$ cat config.mk
export PLATFORM = sky130hd
export DESIGN_NAME = redirect_table_ctrl
export DESIGN_NICKNAME = d
export VERILOG_FILES = /design/src/rtl/redirect_pkg.sv /design/src/rtl/redirect_timeout_cnt.sv /design/src/rtl/redirect_table_ctrl.sv
export SDC_FILE = /design/constraint.sdc
export NUM_CORES = 1
export LEC_CHECK = 0
export BUFFER_PORTS_ARGS = -buffer_cell sky130_fd_sc_hd__clkbuf_2
export CORE_MARGIN = 2
export CORE_UTILIZATION = 49
export CTS_CLUSTER_SIZE = 16
export DETAILED_ROUTE_END_ITERATION = 8
export PLACE_DENSITY = 0.77
export SYNTH_ARGS = -nofsm -noshare
export SYNTH_HDL_FRONTEND = slang
export SYNTH_SLANG_ARGS = --single-unit
export TNS_END_PERCENT = 5
$ cat constraint.sdc
create_clock -name clk -period 2.31 [get_ports clk]
set_input_delay 0.231 -clock clk [delete_from_list [all_inputs] [get_ports clk]]
set_output_delay 0.231 -clock clk [all_outputs]
set_load 0.005 [all_outputs]
$ cat src/rtl/redirect_pkg.sv
// redirect_pkg: shared command/state encodings and default widths for the redirect table.
package redirect_pkg;
    localparam int N_INIT_PORT_DEF = 8;
    localparam int TIMEOUT_W_DEF   = 8;

    typedef enum logic [1:0] {
        REDIR       = 2'b00,
        RESTORE     = 2'b01,
        RESTORE_ALL = 2'b10,
        LOCK        = 2'b11
    } redir_op_e;

    typedef enum logic [1:0] {
        IDLE = 2'b00,
        WAIT = 2'b01,
        RESP = 2'b10
    } redir_state_e;
endpackage

$ cat src/rtl/redirect_timeout_cnt.sv
// redirect_timeout_cnt: loadable down-counter bounding how long a redirect waits for its target.
// Ports: clk, rst_n (async, active-low), load/load_val (preset), dec (count down), zero (count is 0).
module redirect_timeout_cnt #(
    parameter int W = 8
) (
    input  logic         clk,
    input  logic         rst_n,
    input  logic         load,
    input  logic [W-1:0] load_val,
    input  logic         dec,
    output logic         zero
);
    logic [W-1:0] cnt;

    always_ff @(posedge clk or negedge rst_n) begin
        if (!rst_n)
            cnt <= '0;
        else if (load)
            cnt <= load_val;
        else if (dec && cnt != '0)
            cnt <= cnt - W'(1);
    end

    assign zero = cnt == '0;
endmodule

$ cat src/rtl/redirect_table_ctrl.sv
// redirect_table_ctrl: initiator-port remap table driven by redirect/restore commands.
// Ports: clk, rst_n (async, active-low); request channel req_valid_i/req_ready_o with
//   req_op_i, req_src_i, req_tgt_i, timeout_i; target_idle_i per-target idle flags;
//   response channel resp_valid_o/resp_ready_i with resp_err_o; busy_o (not IDLE);
//   map_o flat table, entry i at map_o[i*LOG_N_INIT +: LOG_N_INIT].
// Optional: define REDIRECT_LOCK_EN for per-entry lock bits (op LOCK); otherwise LOCK is illegal.
module redirect_table_ctrl
    import redirect_pkg::*;
#(
    parameter int N_INIT_PORT = N_INIT_PORT_DEF,
    parameter int LOG_N_INIT  = $clog2(N_INIT_PORT),
    parameter int TIMEOUT_W   = TIMEOUT_W_DEF
) (
    input  logic                              clk,
    input  logic                              rst_n,
    input  logic                              req_valid_i,
    output logic                              req_ready_o,
    input  logic [1:0]                        req_op_i,
    input  logic [LOG_N_INIT-1:0]             req_src_i,
    input  logic [LOG_N_INIT-1:0]             req_tgt_i,
    input  logic [TIMEOUT_W-1:0]              timeout_i,
    input  logic [N_INIT_PORT-1:0]            target_idle_i,
    output logic                              resp_valid_o,
    input  logic                              resp_ready_i,
    output logic                              resp_err_o,
    output logic                              busy_o,
    output logic [N_INIT_PORT*LOG_N_INIT-1:0] map_o
);
    redir_state_e          state_q, state_d;
    redir_op_e             op;
    logic [LOG_N_INIT-1:0] map_q [N_INIT_PORT];
    logic [LOG_N_INIT-1:0] src_q, tgt_q, wr_idx, wr_val;
    logic [N_INIT_PORT-1:0] lock_mask;
    logic err_q, err_d, wr_one, wr_all, cnt_load, cnt_dec, cnt_zero, illegal;

    assign op = redir_op_e'(req_op_i);
    // Only reachable in non-power-of-two configurations; restore-all carries no index.
    assign illegal = (op != RESTORE_ALL && int'(req_src_i) >= N_INIT_PORT) ||
                     (op == REDIR && int'(req_tgt_i) >= N_INIT_PORT);

`ifdef REDIRECT_LOCK_EN
    logic                   lock_set;
    logic [N_INIT_PORT-1:0] lock_q;

    always_ff @(posedge clk or negedge rst_n) begin
        if (!rst_n)
            lock_q <= '0;
        else if (lock_set)
            lock_q[req_src_i] <= 1'b1;
    end

    assign lock_mask = lock_q;
`else
    assign lock_mask = '0;
`endif

    redirect_timeout_cnt #(.W(TIMEOUT_W)) u_cnt (
        .clk      (clk),
        .rst_n    (rst_n),
        .load     (cnt_load),
        .load_val (timeout_i),
        .dec      (cnt_dec),
        .zero     (cnt_zero)
    );

    always_comb begin
        state_d  = state_q;
        err_d    = err_q;
        wr_one   = 1'b0;
        wr_all   = 1'b0;
        wr_idx   = src_q;
        wr_val   = tgt_q;
        cnt_load = 1'b0;
        cnt_dec  = 1'b0;
`ifdef REDIRECT_LOCK_EN
        lock_set = 1'b0;
`endif
        case (state_q)
            IDLE: if (req_valid_i) begin
                cnt_load = 1'b1;
                state_d  = RESP;
                err_d    = 1'b0;
                wr_idx   = req_src_i;
                wr_val   = req_src_i;
                if (illegal)
                    err_d = 1'b1;
                else
                    case (op)
                        REDIR: begin
                            if (lock_mask[req_src_i])
                                err_d = 1'b1;
                            else if (target_idle_i[req_tgt_i]) begin
                                wr_one = 1'b1;
                                wr_val = req_tgt_i;
                            end else
                                state_d = WAIT;
                        end
                        RESTORE: begin
                            if (lock_mask[req_src_i])
                                err_d = 1'b1;
                            else
                                wr_one = 1'b1;
                        end
                        RESTORE_ALL: wr_all = 1'b1;
                        LOCK: begin
`ifdef REDIRECT_LOCK_EN
                            lock_set = 1'b1;
`else
                            err_d = 1'b1;
`endif
                        end
                    endcase
            end
            // Idle beats an expiring counter in the same cycle.
            WAIT: begin
                if (target_idle_i[tgt_q]) begin
                    wr_one  = 1'b1;
                    state_d = RESP;
                    err_d   = 1'b0;
                end else if (cnt_zero) begin
                    state_d = RESP;
                    err_d   = 1'b1;
                end else
                    cnt_dec = 1'b1;
            end
            RESP: state_d = resp_ready_i ? IDLE : RESP;
            default: state_d = IDLE;
        endcase
    end

    always_ff @(posedge clk or negedge rst_n) begin
        if (!rst_n) begin
            state_q <= IDLE;
            err_q   <= 1'b0;
            src_q   <= '0;
            tgt_q   <= '0;
            for (int i = 0; i < N_INIT_PORT; i++)
                map_q[i] <= LOG_N_INIT'(i);
        end else begin
            state_q <= state_d;
            err_q   <= err_d;
            if (state_q == IDLE && req_valid_i) begin
                src_q <= req_src_i;
                tgt_q <= req_tgt_i;
            end
            if (wr_all) begin
                for (int i = 0; i < N_INIT_PORT; i++)
                    if (!lock_mask[i])
                        map_q[i] <= LOG_N_INIT'(i);
            end else if (wr_one)
                map_q[wr_idx] <= wr_val;
        end
    end

    assign req_ready_o  = state_q == IDLE;
    assign resp_valid_o = state_q == RESP;
    assign busy_o       = state_q != IDLE;
    assign resp_err_o   = err_q && state_q == RESP;

    for (genvar g = 0; g < N_INIT_PORT; g++) begin : g_map
        assign map_o[g*LOG_N_INIT +: LOG_N_INIT] = map_q[g];
    end
endmodule
==> metrics.csv, run 1 <==
metric,value,unit
outcome,completed,
place_congestion,0.787,
postLayoutCoreUtil,63.1,%
powerDensity,1080,mW/mm²
insertedDiodeCount,0,
postSynthAreaPerCell,9.75,µm²
grt_pass1_vias,2089,
p_leak,0.00138,µW
worstPathRequired,2.51,ns
post_cts_resized,0,
hold_violations,0,
dpl.hpwl,4230,µm
track_usage,22.2,%
setup_tns,0,ns
ys_seq_area_share,42.9,%
die_w,74.4,µm
cts_root_buffer,clkbuf_8,
switching_share,38.6,%
synthDistinctLibCells,48,
endpoint_kind,flop,
synth_fp_nets,278,
finalCriticalPeriod,2.25,ns
synthFlopType,dfrtp_1,
synth_warnings,0,
clk_latency,0.31,ns
gr-total-overflow,0,
finalClockSkew,0.0102,ns
grt_pass1_wl,9380,µm
clk_pin_slew,0.08,ns
peakVddDrop,0.000486,V
grt_max_degree,40,
critical_path.max_fanout,4,
syn_area,0.00243,mm²
drtIter0Drc,126,
via_count,2152,
netlist.top_cell.by_area,dfrtp_1,
die_area,0.00553,mm²
cap_viol_max_count,0,
synth-async-reset-ratio,100,%
wl_per_cell,14.3,µm
core,0.00475,mm²
n_fill_cell,426,
power_frac_clock,15.5,%
pin_count,56,
worst_pin_slew,0.937,ns
p_sw,1240,µW
multi_input_area,0.00129,mm²
netlist_top_cells_count,"nor2_1, nand2_1, dfrtp_1",
cts_tree,yes,
die_y,74.4,µm
cts_hold_buf,0,
fin_hold_ws,0.0570,ns
fin_nets,354,
cts_htree_levels,2,
rsz0062_at_grt,yes,
cts_buffer_depth,2,
areaGrowthSynthToFinish,23.5,%
path_class,reg2reg,
drc,0,
rows,25,
p_int,1980,µW
fin_crit_sh,97.6,%
wl,5620,µm
synth-edff-count,0,
initial_utilization,51.1,%
drive_above_1_share,35.6,%
power_frac_comb,44.0,%
ys_ff_latch,41,
min_path_type,in2async,
yosys-top-cells-area,"dfrtp_1, dfstp_2, mux2i_1",
finalSetupViolCount,0,
slew_headroom,37.5,%
slew_violations,0,
seqPwrFrac,40.5,%
io_buffer_count,55,
worstPathArrival,2.46,ns
cts_buffers,5,
postRouteAntennaNets,0,
yosysMostFrequentCell,nor2_1,
antenna_found_initial,0,
seq_area,0.00104,mm²
dr.pass1.iters,4,
vias_per_cell,5.48,
synth_top_area_share,29.9,%
cp-start-kind,flop,
syn-instance-count,249,
post-cts-setup-buffer-count,0,
cts.sinks,41,
fmax,444,MHz
==> layout by cell type, fill, tap and decap left out, drive strengths merged, types with 6 or more instances in the layout <==
master	instances
nor2	36
nor4	8
xnor2	6
o21ai	15
nor3	13
inv	7
dfstp	12
buf	25
nand2	34
dfrtp	29
clkbuf	62
mux2i	18
==> flip-flops by register name (all words and copies together), names as in the netlist <==
signal and cells:
u_cnt.cnt 8, map_o 24, tgt_q 3, state_q 2, src_q 3, err_q 1
==> per-layer routing <==
metal / vias to the layer above / routed length (µm) / track usage [%]
met4: 0 / 92 / 9.52
met3: 9 / 323 / 4.74
li1: 1052 / - / -
met1: 1021 / 2460 / 29.3
met5: - / 0 / 0
met2: 70 / 2740 / 35.4
==> metrics by stage <==
stage | total power, µW | instances | worst slack, ns | instance area, µm²
after detailed placement | 2740 | 384 | 0.0367 | 2900
after floorplan | 2180 | 249 | 0.0303 | 2430
after global routing | 3450 | 393 | -0.0245 | 3000
final | 3230 | 393 | 0.0559 | 3000
after CTS | 3240 | 392 | 0.0535 | 2990
after global placement | 2690 | 384 | 0.0833 | 2900
==> worst max-delay path, cell delays in order, from the launching register on <==
cell	delay [ns]
dfrtp_1	0.43
mux4_1	0.63
mux2i_4	0.27
nor2_1	0.09
or2_2	0.33
and2_1	0.17
a32o_1	0.24
==> path summary, 6_finish.rpt <==
check                                           from                       end  slack [ns]  depth (start not counted)
worst max register to register  tgt_q[0]$_DFFE_PN0P_      map_o[2]$_DFFE_PN0P_        0.06                          6
worst min-delay path                           rst_n     map_o[12]$_DFFE_PN0P_        0.06                          1
worst min register to register  map_o[2]$_DFFE_PN0P_      map_o[2]$_DFFE_PN0P_        0.51                          1
min in group clk                        timeout_i[4]  u_cnt.cnt[4]$_DFFE_PN0P_        0.13                          3
worst max-delay path            tgt_q[0]$_DFFE_PN0P_      map_o[2]$_DFFE_PN0P_        0.06                          6
max in group asynchronous                      rst_n     map_o[19]$_DFFE_PN1P_        1.55                          2
==> power groups by stage <==
stage | Combinational (µW) | Sequential, µW | Clock, µW
after global placement | 1380 | 1310 | 0
after global routing | 1580 | 1350 | 531
after floorplan | 881 | 1300 | 0
final | 1420 | 1310 | 500
after CTS | 1420 | 1310 | 507
after detailed placement | 1420 | 1320 | 0
==> cells by family after synthesis <==
kind of cell / after synthesis / share of synthesized area, %
adder cells (fa/ha/maj): 1 / 0.515
buffers and inverters: 18 / 3.97
XOR/XNOR: 6 / 2.16
AND/OR/NAND/NOR: 116 / 22.8
AO/OA/AOI/OAI: 45 / 15.6
flip-flops: 41 / 42.9
multiplexers: 22 / 12.0
==> layout make-up <==
| cell class | instances | area share, % |
|---|---|---|
| clock inverter | 1 | 0.250 |
| multi-input combinational | 190 | 43.0 |
| inverter | 7 | 0.876 |
| sequential | 41 | 34.7 |
| tap | 67 | 2.80 |
| clock buffer | 7 | 2.88 |
| timing repair buffer | 80 | 15.4 |
Note: power is estimated with default switching activity, not from simulation.
==> run 2, diff against run 1 <==
--- a/config.mk
+++ b/config.mk
@@ -7,10 +7,10 @@
 export LEC_CHECK = 0
 export BUFFER_PORTS_ARGS = -buffer_cell sky130_fd_sc_hd__clkbuf_2
 export CORE_MARGIN = 2
-export CORE_UTILIZATION = 49
+export CORE_UTILIZATION = 51
 export CTS_CLUSTER_SIZE = 16
 export DETAILED_ROUTE_END_ITERATION = 8
-export PLACE_DENSITY = 0.77
+export PLACE_DENSITY = 0.76
 export SYNTH_ARGS = -nofsm -noshare
 export SYNTH_HDL_FRONTEND = slang
 export SYNTH_SLANG_ARGS = --single-unit
==> constraint.sdc (replaced) <==
create_clock -name clk -period 2.3 [get_ports clk]
set_input_delay 0.23 -clock clk [delete_from_list [all_inputs] [get_ports clk]]
set_output_delay 0.23 -clock clk [all_outputs]
set_load 0.005 [all_outputs]
==> run 2 against run 1 <==
Effect of this change: the flow now finishes with violations (setup timing); register-to-register slack got worse by 0.06 ns; sequential power barely moved; sequential cell count did not move; sequential share of layout area rose by 0.19 points; via count fell by 3.7%; clock power rose by 15%; design area fell by 0.54%; largest power group unchanged; combinational power barely moved; core utilization rose by 0.92 points; first-iteration DRC count rose by 2.4%.
==> metrics.csv, run 2 (synthesis gave the netlist of run 1 again) <==
metric,value,unit
track_usage,22.4,%
dpl.hpwl,4170,µm
place_congestion,0.863,
path_class,reg2reg,
final_cells,373,
clk_pin_slew,0.08,ns
gr-total-overflow,0,
finalCriticalPeriod,2.30,ns
fin_hold_ws,0.0669,ns
dp_cells,364,
worstPathArrival,2.48,ns
p_int,2060,µW
grt_pass1_vias,2007,
power_frac_comb,42.9,%
die_area,0.00533,mm²
io_buffer_count,55,
cts_root_buffer,clkbuf_8,
fin_crit_sh,100,%
p_sw,1270,µW
critical_path.max_fanout,5,
rows,25,
ff2ff_setup_slack,-0.002,ns
peakVddDrop,0.000646,V
finalClockSkew,0.00612,ns
cts_htree_levels,2,
layout_common_cells,"clkbuf_2, nor2_1, nand2_1",
final_common_cell,clkbuf_2,
dr.pass1.iters,4,
die_y,73.0,µm
hold_violations,0,
fmax,434,MHz
postRouteAntennaNets,0,
insertedDiodeCount,0,
rsz0062_at_grt,yes,
cts_tree,yes,
wl,5670,µm
r2r_end,map_o[2]$_DFFE_PN0P_,
cts.sinks,41,
via_count,2073,
n_fill_cell,366,
p_leak,0.00137,µW
worst_pin_slew,0.944,ns
seqPwrFrac,39.9,%
drtIter0Drc,129,
clk_latency,0.30,ns
switching_share,38.1,%
powerDensity,1110,mW/mm²
core,0.00466,mm²
setup_ws,-0.00217,ns
wl_per_cell,15.2,µm
fin_nets,347,
pin_count,56,
vias_per_cell,5.56,
multi_input_area,0.00132,mm²
largest_reg_flops,24,
cp-start-kind,flop,
violations,setup timing,
seq_area,0.00104,mm²
cap_viol_max_count,0,
finalSetupViolCount,1,
worstPathRequired,2.48,ns
p_total,3320,µW
cts_hold_buf,0,
slew_headroom,37.1,%
outcome,"finished, violations left",
die_w,73.0,µm
cts_buffer_depth,2,
slew_violations,0,
min_path_type,in2async,
drive_above_1_share,35.7,%
initial_utilization,52.1,%
r2r-start,tgt_q[0]$_DFFE_PN0P_,
endpoint_kind,flop,
drc,0,
areaGrowthSynthToFinish,22.8,%
pre_cts_ws,0.0131,ns
grt_pass1_wl,9310,µm
grt_max_degree,38,
power_frac_clock,17.3,%
cts_buffers,5,
r2r_cells,6,
antenna_found_initial,0,
## run 2: changes by cell type in the layout (fill, tap and decap cells not counted), sizes merged
cell	previous run	this run
bufinv	0	1
buf	25	18
clkbuf	62	61
clkinvlp	1	0
clkinv	0	1
## run 2: final cells by class
type                            count  share of cell area (%)
Multi-Input combinational cell    190                    44.1
Sequential cell                    41                    34.9
Timing Repair Buffer               73                    14.2
Clock buffer                        6                    2.43
Tap cell                           54                    2.27
Clock inverter                      2                    1.17
Inverter                            7                   0.881
## run 2: what timing repair did
action / 4_1_cts / 5_1_grt
pin swaps: 0 / 1
cloned: 0 / 0
gates resized for setup: 0 / 6
endpoints found under the setup margin: 1 / 21
setup buffers: 1 / 0
## run 2: critical path, stage by stage, from the launching register on
cell	delay, ns
dfrtp_1	0.41
mux4_1	0.61
mux2i_4	0.29
nor2_1	0.11
or2_2	0.34
and2_1	0.18
a32o_1	0.25
## run 2: power groups by stage
stage	registers, µW	logic, µW	clock network, µW
after floorplan	1300	885	0
after global placement	1320	1360	0
after detailed placement	1330	1390	0
after CTS	1320	1420	581
after global routing	1370	1580	608
final	1320	1420	575
## run 2: metrics by stage
stage	TNS (ns)	area (µm²)	util, %
after detailed placement	0	2840	60.9
final	-0.00217	2980	64.0
after global routing	-0.413	2980	64.0
after CTS	0	2960	63.4
after global placement	0	2840	60.9
after floorplan	0	2430	-
## run 2: per-layer routing
layer / share of wire [%] / global-route usage (%) / wire length, µm / vias to the layer above
met2: 48 / 37.7 / 2740 / 49
li1: - / - / - / 1027
met5: 0 / 0 / 0 / -
met1: 46 / 29.8 / 2640 / 990
met3: 4.1 / 3.87 / 235 / 7
met4: 1.0 / 6.17 / 58 / 0
## run 2: worst max-delay path by stage
stage          cells past startpoint  slack (ns)                    from                   end
2_1_floorplan                      8        0.02  state_q[0]$_DFFE_PN0P_  map_o[4]$_DFFE_PN0P_
3_3_place_gp                       6        0.07    tgt_q[0]$_DFFE_PN0P_  map_o[2]$_DFFE_PN0P_
3_5_place_dp                       6        0.01    tgt_q[0]$_DFFE_PN0P_  map_o[2]$_DFFE_PN0P_
4_1_cts                            6        0.01    tgt_q[0]$_DFFE_PN0P_  map_o[2]$_DFFE_PN0P_
5_1_grt                            7       -0.07  state_q[1]$_DFFE_PN0P_  map_o[4]$_DFFE_PN0P_
6_report                           6      -0.002    tgt_q[0]$_DFFE_PN0P_  map_o[2]$_DFFE_PN0P_
==> run 3, diff against run 2 <==
--- a/config.mk
+++ b/config.mk
@@ -6,11 +6,14 @@
 export NUM_CORES = 1
 export LEC_CHECK = 0
 export BUFFER_PORTS_ARGS = -buffer_cell sky130_fd_sc_hd__clkbuf_2
+export CELL_PAD_IN_SITES_DETAIL_PLACEMENT = 0
+export CELL_PAD_IN_SITES_GLOBAL_PLACEMENT = 2
 export CORE_MARGIN = 2
-export CORE_UTILIZATION = 51
+export CORE_UTILIZATION = 33
 export CTS_CLUSTER_SIZE = 16
 export DETAILED_ROUTE_END_ITERATION = 8
-export PLACE_DENSITY = 0.76
+export PLACE_DENSITY_LB_ADDON = 0.1
+export SKIP_CTS_REPAIR_TIMING = 1
 export SYNTH_ARGS = -nofsm -noshare
 export SYNTH_HDL_FRONTEND = slang
 export SYNTH_SLANG_ARGS = --single-unit
==> run 3 against run 2 <==
Effect of this change: the run now ends clean; wire length increased by 8.8%; non-clock buffer count increased by 8; maximum frequency up 4.6%; combinational power up 3%; sequential power is essentially flat; core utilization fell by 21 points; clock skew is 0.0060 ns higher; sequential share of layout area down 0.86 points; critical path depth unchanged; setup slack improved by 0.10 ns; clock power shrank 12%; global-route usage down 5.9 points; critical path type unchanged.
==> metrics.csv, run 3 (synthesis gave the netlist of run 1 again) <==
metric,value,unit
crit_family,multiplexers,
worstPathRequired,2.50,ns
dp_cells,417,
endpoint_kind,flop,
worstPathArrival,2.40,ns
critical_path.max_fanout,4,
drtIter0Drc,54,
grt_pass1_wl,10700,µm
ff2ff_setup_slack,0.1,ns
insertedDiodeCount,0,
min_path_type,in2reg,
fin_hold_ws,0.134,ns
dr.pass1.iters,4,
cts.sinks,41,
core,0.00718,mm²
drc,0,
areaGrowthSynthToFinish,26.1,%
die_w,89.8,µm
initial_utilization,33.8,%
die_y,89.8,µm
drive_above_1_share,37.0,%
wl,6170,µm
slew_headroom,58.2,%
worst_pin_slew,0.625,ns
max_stage_delay,0.54,ns
gr-total-overflow,0,
r2r-start,tgt_q[0]$_DFFE_PN0P_,
powerDensity,1070,mW/mm²
worstHoldStart,timeout_i[2],
cap_viol_max_count,0,
clk_latency,0.30,ns
critPathBufInv,0,
outcome,completed,
cts_tree,yes,
critPathSlowestCell,mux4_2,
cts_root_buffer,clkbuf_8,
finalClockSkew,0.0121,ns
grt_max_degree,23,
track_usage,16.5,%
slew_violations,0,
largest_reg_flops,24,
postRouteAntennaNets,0,
final_cells,426,
fin_crit_sh,95.7,%
place_congestion,0.786,
min_path_cells,3,
finalCriticalPeriod,2.20,ns
die_area,0.00806,mm²
hold_violations,0,
whs_endpoint,u_cnt.cnt[2]$_DFFE_PN0P_,
p_leak,0.00138,µW
via_count,2106,
r2r_cells,6,
placed_area,0.00296,mm²
path_class,reg2reg,
fin_area,0.00306,mm²
antenna_found_initial,0,
r2r_end,map_o[2]$_DFFE_PN0P_,
finalSetupViolCount,0,
pin_count,56,
final_common_cell,clkbuf_2,
cts_htree_levels,2,
clk_pin_slew,0.09,ns
cts_buffers,5,
fmax,454,MHz
cts_buffer_depth,2,
rows,31,
cp-start-kind,flop,
crit_chain,mux4_2 -> mux2i_4 -> nor2_1 -> or2_2 -> and2_1 -> a32o_1,
rsz0062_at_grt,yes,
wl_per_cell,14.5,µm
peakVddDrop,0.000403,V
vias_per_cell,4.94,
dpl.hpwl,4740,µm
setup_tns,0,ns
layout_common_cells,"clkbuf_2, nor2_1, nand2_1",
fin_nets,355,
io_buffer_count,55,
grt_pass1_vias,2229,
==> run 3: cell count changes in the layout (fill, tap and decap cells not counted), moves of 2 or more <==
| cell | change |
|---|---|
| inv_6 | +2 |
| nor4_2 | -2 |
| nor4_1 | +2 |
| buf_4 | +7 |
| mux4_2 | +2 |
| mux4_1 | -2 |
==> run 3: cell type report <==
type	instances	area (µm²)
Inverter	7	26.3
Sequential cell	41	1040
Timing Repair Buffer	81	485
Fill cell	748	4120
Clock buffer	5	68.8
Tap cell	99	124
Clock inverter	3	25.0
Multi-Input combinational cell	190	1290
==> run 3: report_power, final <==
group | switching, µW | total [µW] | internal [µW]
Combinational | 777 | 1460 | 685
Sequential | 232 | 1310 | 1080
Clock | 283 | 505 | 221
==> run 3: routing by layer <==
layer | global-route usage [%] | up-vias | part of all wire [%]
li1 | - | 1044 | -
met3 | 4.95 | 7 | 4.5
met4 | 4.49 | 0 | 1.3
met1 | 19.3 | 1010 | 44
met5 | 0 | - | 0
met2 | 29.4 | 45 | 50
==> run 3: worst reg2reg max path, cell delays in order, from the launching register on <==
cell and delay, ns:
dfrtp_2 0.42, mux4_2 0.54, mux2i_4 0.31, nor2_1 0.09, or2_2 0.33, and2_1 0.18, a32o_1 0.25
==> run 3: worst max path at each step <==
stage,start,endpoint,slack (ns),cells after the start
after floorplan,state_q[0]$_DFFE_PN0P_,map_o[4]$_DFFE_PN0P_,0.02,8
after global placement,tgt_q[0]$_DFFE_PN0P_,map_o[2]$_DFFE_PN0P_,-0.02,6
after detailed placement,tgt_q[0]$_DFFE_PN0P_,map_o[2]$_DFFE_PN0P_,-0.02,6
after CTS,tgt_q[0]$_DFFE_PN0P_,u_cnt.cnt[7]$_DFFE_PN0P_,-0.04,6
after global routing,state_q[1]$_DFFE_PN0P_,map_o[17]$_DFFE_PN1P_,-0.06,7
final,tgt_q[0]$_DFFE_PN0P_,map_o[2]$_DFFE_PN0P_,0.1,6
==> run 3: through the flow <==
step                      worst slack [ns]  util, %  power [µW]
after floorplan                     0.0203        -        2190
after global placement             -0.0154     41.2        2800
after detailed placement           -0.0175     41.2        2800
after CTS                          -0.0358     42.5        3320
after global routing               -0.0621     42.7        3570
final                               0.0986     42.7        3280
